**src/rtl/mem_port_arbiter_if.sv**
```systemverilog
// Requester-side and memory-side bus bundles for the unified memory port arbiter.
// Both interfaces carry the address and data widths as parameters.
interface mem_req_if #(
    parameter int AW = 8,
    parameter int DW = 16
);
    logic          req;
    logic          we;
    logic [AW-1:0] addr;
    logic [DW-1:0] wdata;
    logic          ready;
    logic [DW-1:0] rdata;

    modport master (
        output req, we, addr, wdata,
        input  ready, rdata
    );

    modport slave (
        input  req, we, addr, wdata,
        output ready, rdata
    );
endinterface

interface mem_bus_if #(
    parameter int AW = 8,
    parameter int DW = 16
);
    logic          en;
    logic          we;
    logic [AW-1:0] addr;
    logic [DW-1:0] wdata;
    logic [DW-1:0] rdata;

    modport master (
        output en, we, addr, wdata,
        input  rdata
    );

    modport slave (
        input  en, we, addr, wdata,
        output rdata
    );
endinterface

```
**src/rtl/mem_port_arbiter.sv**
```systemverilog
// Two-way round-robin arbiter sharing one fixed-latency memory port between the CPU
// and the loader: one strobe per transaction, then a one-cycle ready with registered data.
module mem_port_arbiter #(
    parameter int AW          = 8,
    parameter int DW          = 16,
    parameter int MEM_LATENCY = 1
) (
    input  logic      clk,
    input  logic      reset_n,
    mem_req_if.slave  cpu,
    mem_req_if.slave  ldr,
    mem_bus_if.master mem,
    output logic      busy
);

    typedef enum logic [1:0] {
        IDLE  = 2'd0,
        ISSUE = 2'd1,
        WAIT  = 2'd2,
        DONE  = 2'd3
    } state_t;

    localparam int   NREQ     = 2;
    localparam logic OWN_CPU  = 1'b0;
    localparam logic OWN_LDR  = 1'b1;
    localparam int   CW       = 3;
    localparam logic [CW-1:0] LAT_LOAD = CW'(MEM_LATENCY - 1);

    // Requester inputs gathered into owner-indexed vectors
    logic [NREQ-1:0] req_vec;
    logic [NREQ-1:0] we_vec;
    logic [AW-1:0]   addr_vec  [NREQ];
    logic [DW-1:0]   wdata_vec [NREQ];

    assign req_vec               = {ldr.req, cpu.req};
    assign we_vec                = {ldr.we, cpu.we};
    assign addr_vec[OWN_CPU]     = cpu.addr;
    assign addr_vec[OWN_LDR]     = ldr.addr;
    assign wdata_vec[OWN_CPU]    = cpu.wdata;
    assign wdata_vec[OWN_LDR]    = ldr.wdata;

    state_t          state_q,      state_d;
    logic            owner_q,      owner_d;
    logic            last_owner_q, last_owner_d;
    logic            we_q,         we_d;
    logic [CW-1:0]   cnt_q,        cnt_d;
    logic            mem_en_q,     mem_en_d;
    logic            mem_we_q,     mem_we_d;
    logic [AW-1:0]   mem_addr_q,   mem_addr_d;
    logic [DW-1:0]   mem_wdata_q,  mem_wdata_d;
    logic [NREQ-1:0] ready_q,      ready_d;
    logic [DW-1:0]   rdata_q [NREQ];
    logic [DW-1:0]   rdata_d [NREQ];
    logic            busy_q,       busy_d;
    logic            grant_sel;

    // On a tie the requester that did not win last time gets the port
    assign grant_sel = (req_vec == 2'b11) ? ~last_owner_q : req_vec[OWN_LDR];

    always_comb begin
        state_d      = state_q;
        owner_d      = owner_q;
        last_owner_d = last_owner_q;
        we_d         = we_q;
        cnt_d        = cnt_q;
        mem_en_d     = 1'b0;
        mem_we_d     = 1'b0;
        mem_addr_d   = mem_addr_q;
        mem_wdata_d  = mem_wdata_q;
        ready_d      = '0;
        rdata_d      = rdata_q;
        busy_d       = busy_q;

        case (state_q)
            IDLE: begin
                if (|req_vec) begin
                    owner_d      = grant_sel;
                    last_owner_d = grant_sel;
                    we_d         = we_vec[grant_sel];
                    mem_addr_d   = addr_vec[grant_sel];
                    mem_wdata_d  = wdata_vec[grant_sel];
                    mem_en_d     = 1'b1;
                    mem_we_d     = we_vec[grant_sel];
                    busy_d       = 1'b1;
                    state_d      = ISSUE;
                end
            end
            ISSUE: begin
                cnt_d   = LAT_LOAD;
                state_d = WAIT;
            end
            WAIT: begin
                if (cnt_q == '0) begin
                    if (!we_q) begin
                        rdata_d[owner_q] = mem.rdata;
                    end
                    ready_d[owner_q] = 1'b1;
                    state_d          = DONE;
                end else begin
                    cnt_d = cnt_q - CW'(1);
                end
            end
            DONE: begin
                busy_d  = 1'b0;
                state_d = IDLE;
            end
            default: begin
                busy_d  = 1'b0;
                state_d = IDLE;
            end
        endcase
    end

    always_ff @(posedge clk or negedge reset_n) begin
        if (!reset_n) begin
            state_q      <= IDLE;
            owner_q      <= OWN_CPU;
            last_owner_q <= OWN_LDR;
            we_q         <= 1'b0;
            cnt_q        <= '0;
            mem_en_q     <= 1'b0;
            mem_we_q     <= 1'b0;
            mem_addr_q   <= '0;
            mem_wdata_q  <= '0;
            ready_q      <= '0;
            rdata_q      <= '{default: '0};
            busy_q       <= 1'b0;
        end else begin
            state_q      <= state_d;
            owner_q      <= owner_d;
            last_owner_q <= last_owner_d;
            we_q         <= we_d;
            cnt_q        <= cnt_d;
            mem_en_q     <= mem_en_d;
            mem_we_q     <= mem_we_d;
            mem_addr_q   <= mem_addr_d;
            mem_wdata_q  <= mem_wdata_d;
            ready_q      <= ready_d;
            rdata_q      <= rdata_d;
            busy_q       <= busy_d;
        end
    end

    assign mem.en    = mem_en_q;
    assign mem.we    = mem_we_q;
    assign mem.addr  = mem_addr_q;
    assign mem.wdata = mem_wdata_q;
    assign cpu.ready = ready_q[OWN_CPU];
    assign cpu.rdata = rdata_q[OWN_CPU];
    assign ldr.ready = ready_q[OWN_LDR];
    assign ldr.rdata = rdata_q[OWN_LDR];
    assign busy      = busy_q;

endmodule

```
**src/flat_wrapper.sv**
```systemverilog
// flat-port wrapper written by rule: the top's interface ports become plain ports
module mem_port_arbiter_flat 
#(
    parameter int AW          = 8,
    parameter int DW          = 16,
    parameter int MEM_LATENCY = 1
)
  (clk, reset_n, busy, cpu_req, cpu_we, cpu_addr, cpu_wdata, cpu_ready, cpu_rdata, ldr_req, ldr_we, ldr_addr, ldr_wdata, ldr_ready, ldr_rdata, mem_en, mem_we, mem_addr, mem_wdata, mem_rdata);
  mem_req_if #(.AW(AW), .DW(DW)) cpu_i ();
  mem_req_if #(.AW(AW), .DW(DW)) ldr_i ();
  mem_bus_if #(.AW(AW), .DW(DW)) mem_i ();
  input  logic clk;
  input  logic reset_n;
  output logic busy;
  input wire logic [$bits(cpu_i.req)-1:0] cpu_req;
  input wire logic [$bits(cpu_i.we)-1:0] cpu_we;
  input wire logic [$bits(cpu_i.addr)-1:0] cpu_addr;
  input wire logic [$bits(cpu_i.wdata)-1:0] cpu_wdata;
  output wire logic [$bits(cpu_i.ready)-1:0] cpu_ready;
  output wire logic [$bits(cpu_i.rdata)-1:0] cpu_rdata;
  input wire logic [$bits(ldr_i.req)-1:0] ldr_req;
  input wire logic [$bits(ldr_i.we)-1:0] ldr_we;
  input wire logic [$bits(ldr_i.addr)-1:0] ldr_addr;
  input wire logic [$bits(ldr_i.wdata)-1:0] ldr_wdata;
  output wire logic [$bits(ldr_i.ready)-1:0] ldr_ready;
  output wire logic [$bits(ldr_i.rdata)-1:0] ldr_rdata;
  output wire logic [$bits(mem_i.en)-1:0] mem_en;
  output wire logic [$bits(mem_i.we)-1:0] mem_we;
  output wire logic [$bits(mem_i.addr)-1:0] mem_addr;
  output wire logic [$bits(mem_i.wdata)-1:0] mem_wdata;
  input wire logic [$bits(mem_i.rdata)-1:0] mem_rdata;
  assign cpu_i.req = cpu_req;
  assign cpu_i.we = cpu_we;
  assign cpu_i.addr = cpu_addr;
  assign cpu_i.wdata = cpu_wdata;
  assign cpu_ready = cpu_i.ready;
  assign cpu_rdata = cpu_i.rdata;
  assign ldr_i.req = ldr_req;
  assign ldr_i.we = ldr_we;
  assign ldr_i.addr = ldr_addr;
  assign ldr_i.wdata = ldr_wdata;
  assign ldr_ready = ldr_i.ready;
  assign ldr_rdata = ldr_i.rdata;
  assign mem_en = mem_i.en;
  assign mem_we = mem_i.we;
  assign mem_addr = mem_i.addr;
  assign mem_wdata = mem_i.wdata;
  assign mem_i.rdata = mem_rdata;
  mem_port_arbiter #(.AW(AW), .DW(DW), .MEM_LATENCY(MEM_LATENCY)) u_core (.clk(clk), .reset_n(reset_n), .cpu(cpu_i), .ldr(ldr_i), .mem(mem_i), .busy(busy));
endmodule
```
**config.mk**
```make
export PLATFORM = sky130hd
export DESIGN_NAME = mem_port_arbiter_flat
export DESIGN_NICKNAME = d
export VERILOG_FILES = /design/src/rtl/mem_port_arbiter_if.sv /design/src/rtl/mem_port_arbiter.sv /design/src/flat_wrapper.sv
export SDC_FILE = /design/constraint.sdc
export NUM_CORES = 1
export LEC_CHECK = 0
export ABC_AREA = 0
export CORE_MARGIN = 2
export CORE_UTILIZATION = 25
export CTS_BUF_LIST = sky130_fd_sc_hd__clkbuf_4 sky130_fd_sc_hd__clkbuf_8
export DETAILED_ROUTE_END_ITERATION = 6
export PLACE_DENSITY = 0.5
export SETUP_SLACK_MARGIN = 0.2
export SYNTH_ARGS = -nofsm -noshare
export SYNTH_HDL_FRONTEND = slang
export SYNTH_SLANG_ARGS = --single-unit
```
**constraint.sdc**
```tcl
create_clock -name clk -period 2.27 [get_ports clk]
set_input_delay 0.227 -clock clk [delete_from_list [all_inputs] [get_ports clk]]
set_output_delay 0.227 -clock clk [all_outputs]
set_load 0.005 [all_outputs]
```
==> flow_summary.ini, run 1 <==
[clock_network]
cts_resized = 0
cts.root.buffer_cell = clkbuf_8
ctsHtreeMaxLevel = 3
clkSinkCount = 69
cts_made_buffers = 9
cts.reportedPaths.clkPinSlew_ns = 0.07
worst_skew_pair.late_latency_ns = 0.34
cts.path.max_buffers = 2
tritoncts = done

[placement]
place.gp.congestion = 0.7248
hpwlAfterDp_um = 5684
numPortBuffers = 130
pre_cts_slack_ns = 0.3325
place_inst = 521

[sta]
maxClockFrequency_ghz = 0.5223
rsz_0062_raised_after_global_routing = false
final.period_utilization_pct = 84.34
timing.max_slew.rel_slack_pct = 64.91
postLayoutSetupSlackWorst_ns = 0.3556
final.setup.tns_ns = 0
timing.clock.skew_ns = 0.004699
finalMaxSlewViolations = 0
setup_viol_count_final = 0
tightestPinTransition_ns = 0.5263
timing.final.crit_period_ns = 1.914
hold_vio_cnt_final = 0

[floorplan]
core-area_um2 = 11520
fp.dieArea_um2 = 12740
start_util_pct = 25.74
die_h_um = 112.9
die-width_um = 112.9
placement_rows = 39
design.portCount = 131

[global_route]
global_route_wire_length_before_repair_um = 12620
globalRouteTotalUtil_pct = 12.79
maximum_number_of_pins_on_one_net_before_global_route_repair = 33
grt_antenna_before_repair = 0
via_count_of_the_first_global_routing_pass = 2445
grt_overflow = 0

[detailed_routing]
detail_route.wirelength_um = 7961
route.detailed.vias_per_inst = 4.421
avgRoutedWirePerCell_um = 14.82
count_of_vias_placed_by_the_detailed_router = 2374
drt_iter0_markers = 142
detail_route.drc_violations = 14
ant_nets = 0
drt_pass1_iterations = 6

[critical_path]
worst-endpoint-arrival_ns = 2.14
critical_path.cell_chain = inv_1, ha_1, and3_4, nand2b_2, mux2_2
critPathMaxFanout = 16
timing.critical_path.from_type = flip-flop
timing.critical_path.required_ns = 2.49
worst_setup_path_end_kind = flip-flop
slowest_stage = dfrtp_1
critical-path-max-stage-delay_ns = 0.41
setup.worst_path.class = reg2reg

[layout]
mostFrequentLayoutCells = clkdlybuf4s50_1, dfrtp_1, a21oi_1, nor2_1, nand2_1
area_of_the_multi_input_gates_um2 = 1121
area_growth_syn_to_layout_pct = 56.35
area.sequential_um2 = 1728
mostFrequentLayoutCell = clkdlybuf4s50_1
nets = 467
final_core_utilization_pct = 40.24
final_layout_size_suffix_gt1_share_pct = 16.24
nFillCells = 1137
n_antenna_cell = 0
fin_cells = 537

[logic_synthesis]
sequential_share_of_the_synthesized_area_pct = 58.29
synth.distinct_cells = 30
synth.avg_cell_area_um2 = 11.72
yosys_register_bits = 69
synthesis.area_um2 = 2964
synthesis.nets = 330
synth.yosys.warnings = 0
post_synth_inst_count = 253

[pwr]
total_power_uw = 5873
power.density_nw_per_um2 = 1267
p_leak_uw = 0.001994
vdd_drop_max_mv = 0.3684

[hold_path]
classification_of_the_worst_slack_hold_path = in2async

[run]
maxCapViolations = 0

[run_status]
violations_in_the_final_reports = design-rule violations
outcome = complete, but fails checks
per-stage QoR:
stage	instance area (µm²)	hold WS [ns]
after global placement	4407	0.1260
after CTS	4634	0.2787
final	4634	0.2962
after floorplan	2964	-0.06859
after global routing	4634	0.3033
after detailed placement	4407	0.1299
cells in the mapped netlist (all sizes together):
master | instances | area share [%]
dfrtp | 68 | 57
a21oi | 51 | 8.6
mux2 | 33 | 14
nor2 | 28 | 3.5
nand2 | 25 | 3.2
buf | 10 | 2.6
inv | 8 | 1.0
ha | 7 | 3.0
o21ai | 3 | 0.63
a22o | 2 | 0.59
clkbuf | 2 | 0.25
mux2i | 2 | 0.68
nand2b | 2 | 0.51
nand3 | 2 | 0.34
a21bo | 1 | 0.34
a21boi | 1 | 0.38
a31oi | 1 | 0.21
and3 | 1 | 0.38
dfstp | 1 | 0.89
nor3 | 1 | 0.55
nor3b | 1 | 0.25
o22a | 1 | 0.30
o32a | 1 | 0.34
or2b | 1 | 0.25
state kept, by name, indices dropped and copies added, names as in the netlist:
register and cells:
u_core.mem.we 1, u_core.mem.en 1, u_core.last_owner_q 1, u_core.owner_q 1, u_core.we_q 1, u_core.ldr.rdata 16
u_core.cpu.rdata 16, u_core.state_q 2, u_core.mem.wdata 16, u_core.mem.addr 8, u_core.busy 1, u_core.ready_q 2
u_core.cnt_q 3
layer usage:
layer  share of wire [%]  track usage, %  routed length [µm]  vias up
met5                   0               0                   0        -
met4                 2.3           5.366                 180        0
met3                  12           5.945                 929       14
met2                  41           17.95                3237      113
met1                  45           16.98                3614     1115
li1                    -               -                   -     1132
path summary, 6_finish.rpt:
| check | depth (start not counted) | from | slack (ns) | to |
|---|---|---|---|---|
| hold reg to reg | 1 | u_core.cnt_q[0]$_DFFE_PN0P_ | 0.50 | u_core.cnt_q[0]$_DFFE_PN0P_ |
| max in group asynchronous | 3 | reset_n | 1.22 | u_core.last_owner_q$_DFFE_PN1P_ |
| setup reg to reg | 5 | u_core.state_q[0]$_DFFE_PN0P_ | 0.36 | u_core.ldr.rdata[3]$_DFFE_PN0P_ |
| min in group clk | 3 | cpu_wdata[0] | 0.42 | u_core.mem.wdata[0]$_DFFE_PN0P_ |
| hold / removal | 2 | reset_n | 0.30 | u_core.ldr.rdata[15]$_DFFE_PN0P_ |
| setup / recovery | 5 | u_core.state_q[0]$_DFFE_PN0P_ | 0.36 | u_core.ldr.rdata[3]$_DFFE_PN0P_ |
area by class of cell:
| type | count | share of cell area, % |
|---|---|---|
| flip-flops and latches | 69 | 37.28 |
| multi-input cells | 164 | 24.19 |
| clock inverters | 4 | 1.566 |
| inverters | 8 | 0.6479 |
| well taps | 143 | 3.861 |
| clock buffers | 11 | 3.132 |
| repair buffers | 138 | 29.32 |
timing repair:
action | 4_1_cts | 5_1_grt
hold buffers | 1 | 0
endpoints found under the hold margin | 11 | 0
buffers inserted | 0 | 0
logic make-up after synthesis:
kind of cell             Yosys count  synth area share [%]
flip-flops                        69                 58.29
AO/OA/AOI/OAI                     61                 11.40
adder cells (fa/ha/maj)            7                 2.955
AND/OR/NAND/NOR                   61                 8.992
multiplexers                      35                 14.48
buffers and inverters             20                 3.883
power breakdown:
group | switching [µW] | leakage, µW | internal, µW | total (µW)
Combinational | 964 | 0.00108 | 1640 | 2610
Clock | 458 | 0.000109 | 653 | 1110
Sequential | 323 | 0.000811 | 1830 | 2150
Total | 1740 | 0.00199 | 4130 | 5870
critical path: cells and delay by family, from the launching register on:
family / cells / cell delay (ns)
flops: 1 / 0.41
simple gates: 2 / 0.60
buf+inv: 1 / 0.10
fa+ha+maj: 1 / 0.29
mux: 1 / 0.40
Note: power is estimated with default switching activity, not from simulation.
==> run 2, diff against run 1 <==
==> constraint.sdc (replaced) <==
create_clock -name clk -period 1.8 [get_ports clk]
set_input_delay 0.18 -clock clk [delete_from_list [all_inputs] [get_ports clk]]
set_output_delay 0.18 -clock clk [all_outputs]
set_load 0.005 [all_outputs]
==> flow_summary.ini, run 2 (synthesized netlist as in run 1, its figures left out) <==
[critical_path]
worst_setup_path_end_kind = flip-flop
critical_path.n_buffers_inverters = 3
setup.worst_path.class = reg2reg
timing.critical_path.required_ns = 2.04
critPathMaxFanout = 8
critical_path.cell_chain = inv_2, ha_4, ha_4, nand2_4, nor3_4, buf_6, buf_16, mux2_4
timing.critical_path.max_delay_family = flip-flops
timing.critical_path.from_type = flip-flop
critical-path-max-stage-delay_ns = 0.39
slowest_stage = dfrtp_1
critical-path-top-cell-by-count = ha_4
worst-endpoint-arrival_ns = 1.94

[detailed_routing]
maxUsedRoutingLayer = met4
avgRoutedWirePerCell_um = 15.92
met3_wirelength_um = 859
drt_iter0_markers = 116
route.detailed.vias_per_inst = 4.455
detail_route.wirelength_um = 8757
ant_nets = 0
count_of_vias_placed_by_the_detailed_router = 2450
drt_pass1_iterations = 6
met1_length_um = 4048
detail_route.drc_violations = 15
detailroute.wirelength.met2_um = 3792

[clock_network]
cts.reportedPaths.clkPinSlew_ns = 0.08
ctsHtreeMaxLevel = 3
cts_made_buffers = 9
tritoncts = done
cts.path.max_buffers = 2
cts.root.buffer_cell = clkbuf_8
worst_skew_pair.late_latency_ns = 0.35
clkSinkCount = 69

[floorplan]
placement_rows = 39
core-area_um2 = 11520
start_util_pct = 25.74
die-width_um = 112.9
design.portCount = 131
die_h_um = 112.9
fp.dieArea_um2 = 12740

[pwr]
vdd_drop_max_mv = 0.5114
p_leak_uw = 0.002200
power.density_nw_per_um2 = 1625

[global_route]
via_count_of_the_first_global_routing_pass = 2650
globalRouteTotalUtil_pct = 13.81
global_route_wire_length_before_repair_um = 13890
maximum_number_of_pins_on_one_net_before_global_route_repair = 40
grt_overflow = 0
grt_antenna_before_repair = 0

[sta]
timing.clock.skew_ns = 0.01141
maxClockFrequency_ghz = 0.5883
finalMaxSlewViolations = 0
final.setup.tns_ns = 0
timing.max_slew.rel_slack_pct = 70.79
hold_vio_cnt_final = 0
timing.final.crit_period_ns = 1.700
final.period_utilization_pct = 94.44
tightestPinTransition_ns = 0.4382
postLayoutSetupSlackWorst_ns = 0.1001
rsz_0062_raised_after_global_routing = true
setup_viol_count_final = 0

[layout]
n_antenna_cell = 0
fin_cells = 550
mostFrequentLayoutCells = clkdlybuf4s50_1, dfrtp_1, a21oi_1, mux2_4, nor2_1
final_layout_size_suffix_gt1_share_pct = 21.13
area_growth_syn_to_layout_pct = 69.14
mostFrequentLayoutCell = clkdlybuf4s50_1
nFillCells = 1103
nets = 480

[hold_path]
classification_of_the_worst_slack_hold_path = in2async

[run_status]
violations_in_the_final_reports = design-rule violations
outcome = complete, but fails checks

[placement]
place.gp.congestion = 0.7058
hpwlAfterDp_um = 6100
numPortBuffers = 130
place_inst = 525
pre_cts_slack_ns = 0.1014

[run]
maxCapViolations = 0
run 2: changes by cell type in the layout (fill, tap and decap cells not counted), sizes merged:
| cell | before | now |
|---|---|---|
| buf | 8 | 20 |
| clkinv | 1 | 3 |
| bufinv | 2 | 3 |
| clkbuf | 11 | 10 |
| clkinvlp | 1 | 0 |
run 2: cell type report:
type	count	area, µm²	share of cell area, %
multi-input cells	164	1271	25.36
clock inverters	6	112.6	2.246
inverters	8	32.53	0.6489
well taps	143	178.9	3.569
flip-flops and latches	69	1728	34.46
repair buffers	151	1567	31.25
clock buffers	9	123.9	2.471
run 2: routing by layer:
layer | vias to the layer above | global-route usage (%)
met3 | 8 | 5.303
li1 | 1163 | -
met1 | 1168 | 18.19
met4 | 0 | 4.146
met2 | 111 | 21.20
met5 | - | 0
run 2: metrics by stage:
step                      instance area (µm²)  total power [µW]  hold slack [ns]  util [%]
after floorplan                          2999              4214          -0.1156         -
after global placement                   4537              6194           0.1532     39.40
after detailed placement                 4537              6264           0.1597     39.40
after CTS                                4928              8121           0.3206     42.80
after global routing                     5014              8699           0.3366     43.54
final                                    5014              8148           0.3044     43.54
run 2: what timing repair did:
| item | 4_1_cts | 5_1_grt |
|---|---|---|
| hold buffers | 1 | 0 |
| resized for setup | 21 | 13 |
| cloned | 1 | 1 |
| endpoints found under the hold margin | 29 | 0 |
| pin swaps | 3 | 2 |
| setup endpoints to repair | 35 | 55 |
| buffers inserted | 6 | 1 |
run 2: where the power goes:
part / total (µW) / leakage, µW / internal [µW] / switching, µW
clock: 1550 / 0.000119 / 915 / 634
combinational: 3860 / 0.00127 / 2500 / 1360
sequential: 2740 / 0.000811 / 2310 / 432
total: 8150 / 0.00220 / 5730 / 2420
run 2: path summary, 6_finish.rpt:
path	slack, ns	to	depth (start not counted)	from
max	0.10	u_core.cpu.rdata[1]$_DFFE_PN0P_	8	u_core.cnt_q[1]$_DFFE_PN0P_
min	0.30	u_core.ldr.rdata[0]$_DFFE_PN0P_	2	reset_n
max reg2reg	0.10	u_core.cpu.rdata[1]$_DFFE_PN0P_	8	u_core.cnt_q[1]$_DFFE_PN0P_
min reg2reg	0.51	u_core.cnt_q[2]$_DFFE_PN0P_	1	u_core.cnt_q[2]$_DFFE_PN0P_
max in group asynchronous	0.93	u_core.cpu.rdata[15]$_DFFE_PN0P_	3	reset_n
min in group clk	0.36	u_core.mem.wdata[9]$_DFFE_PN0P_	3	cpu_wdata[9]
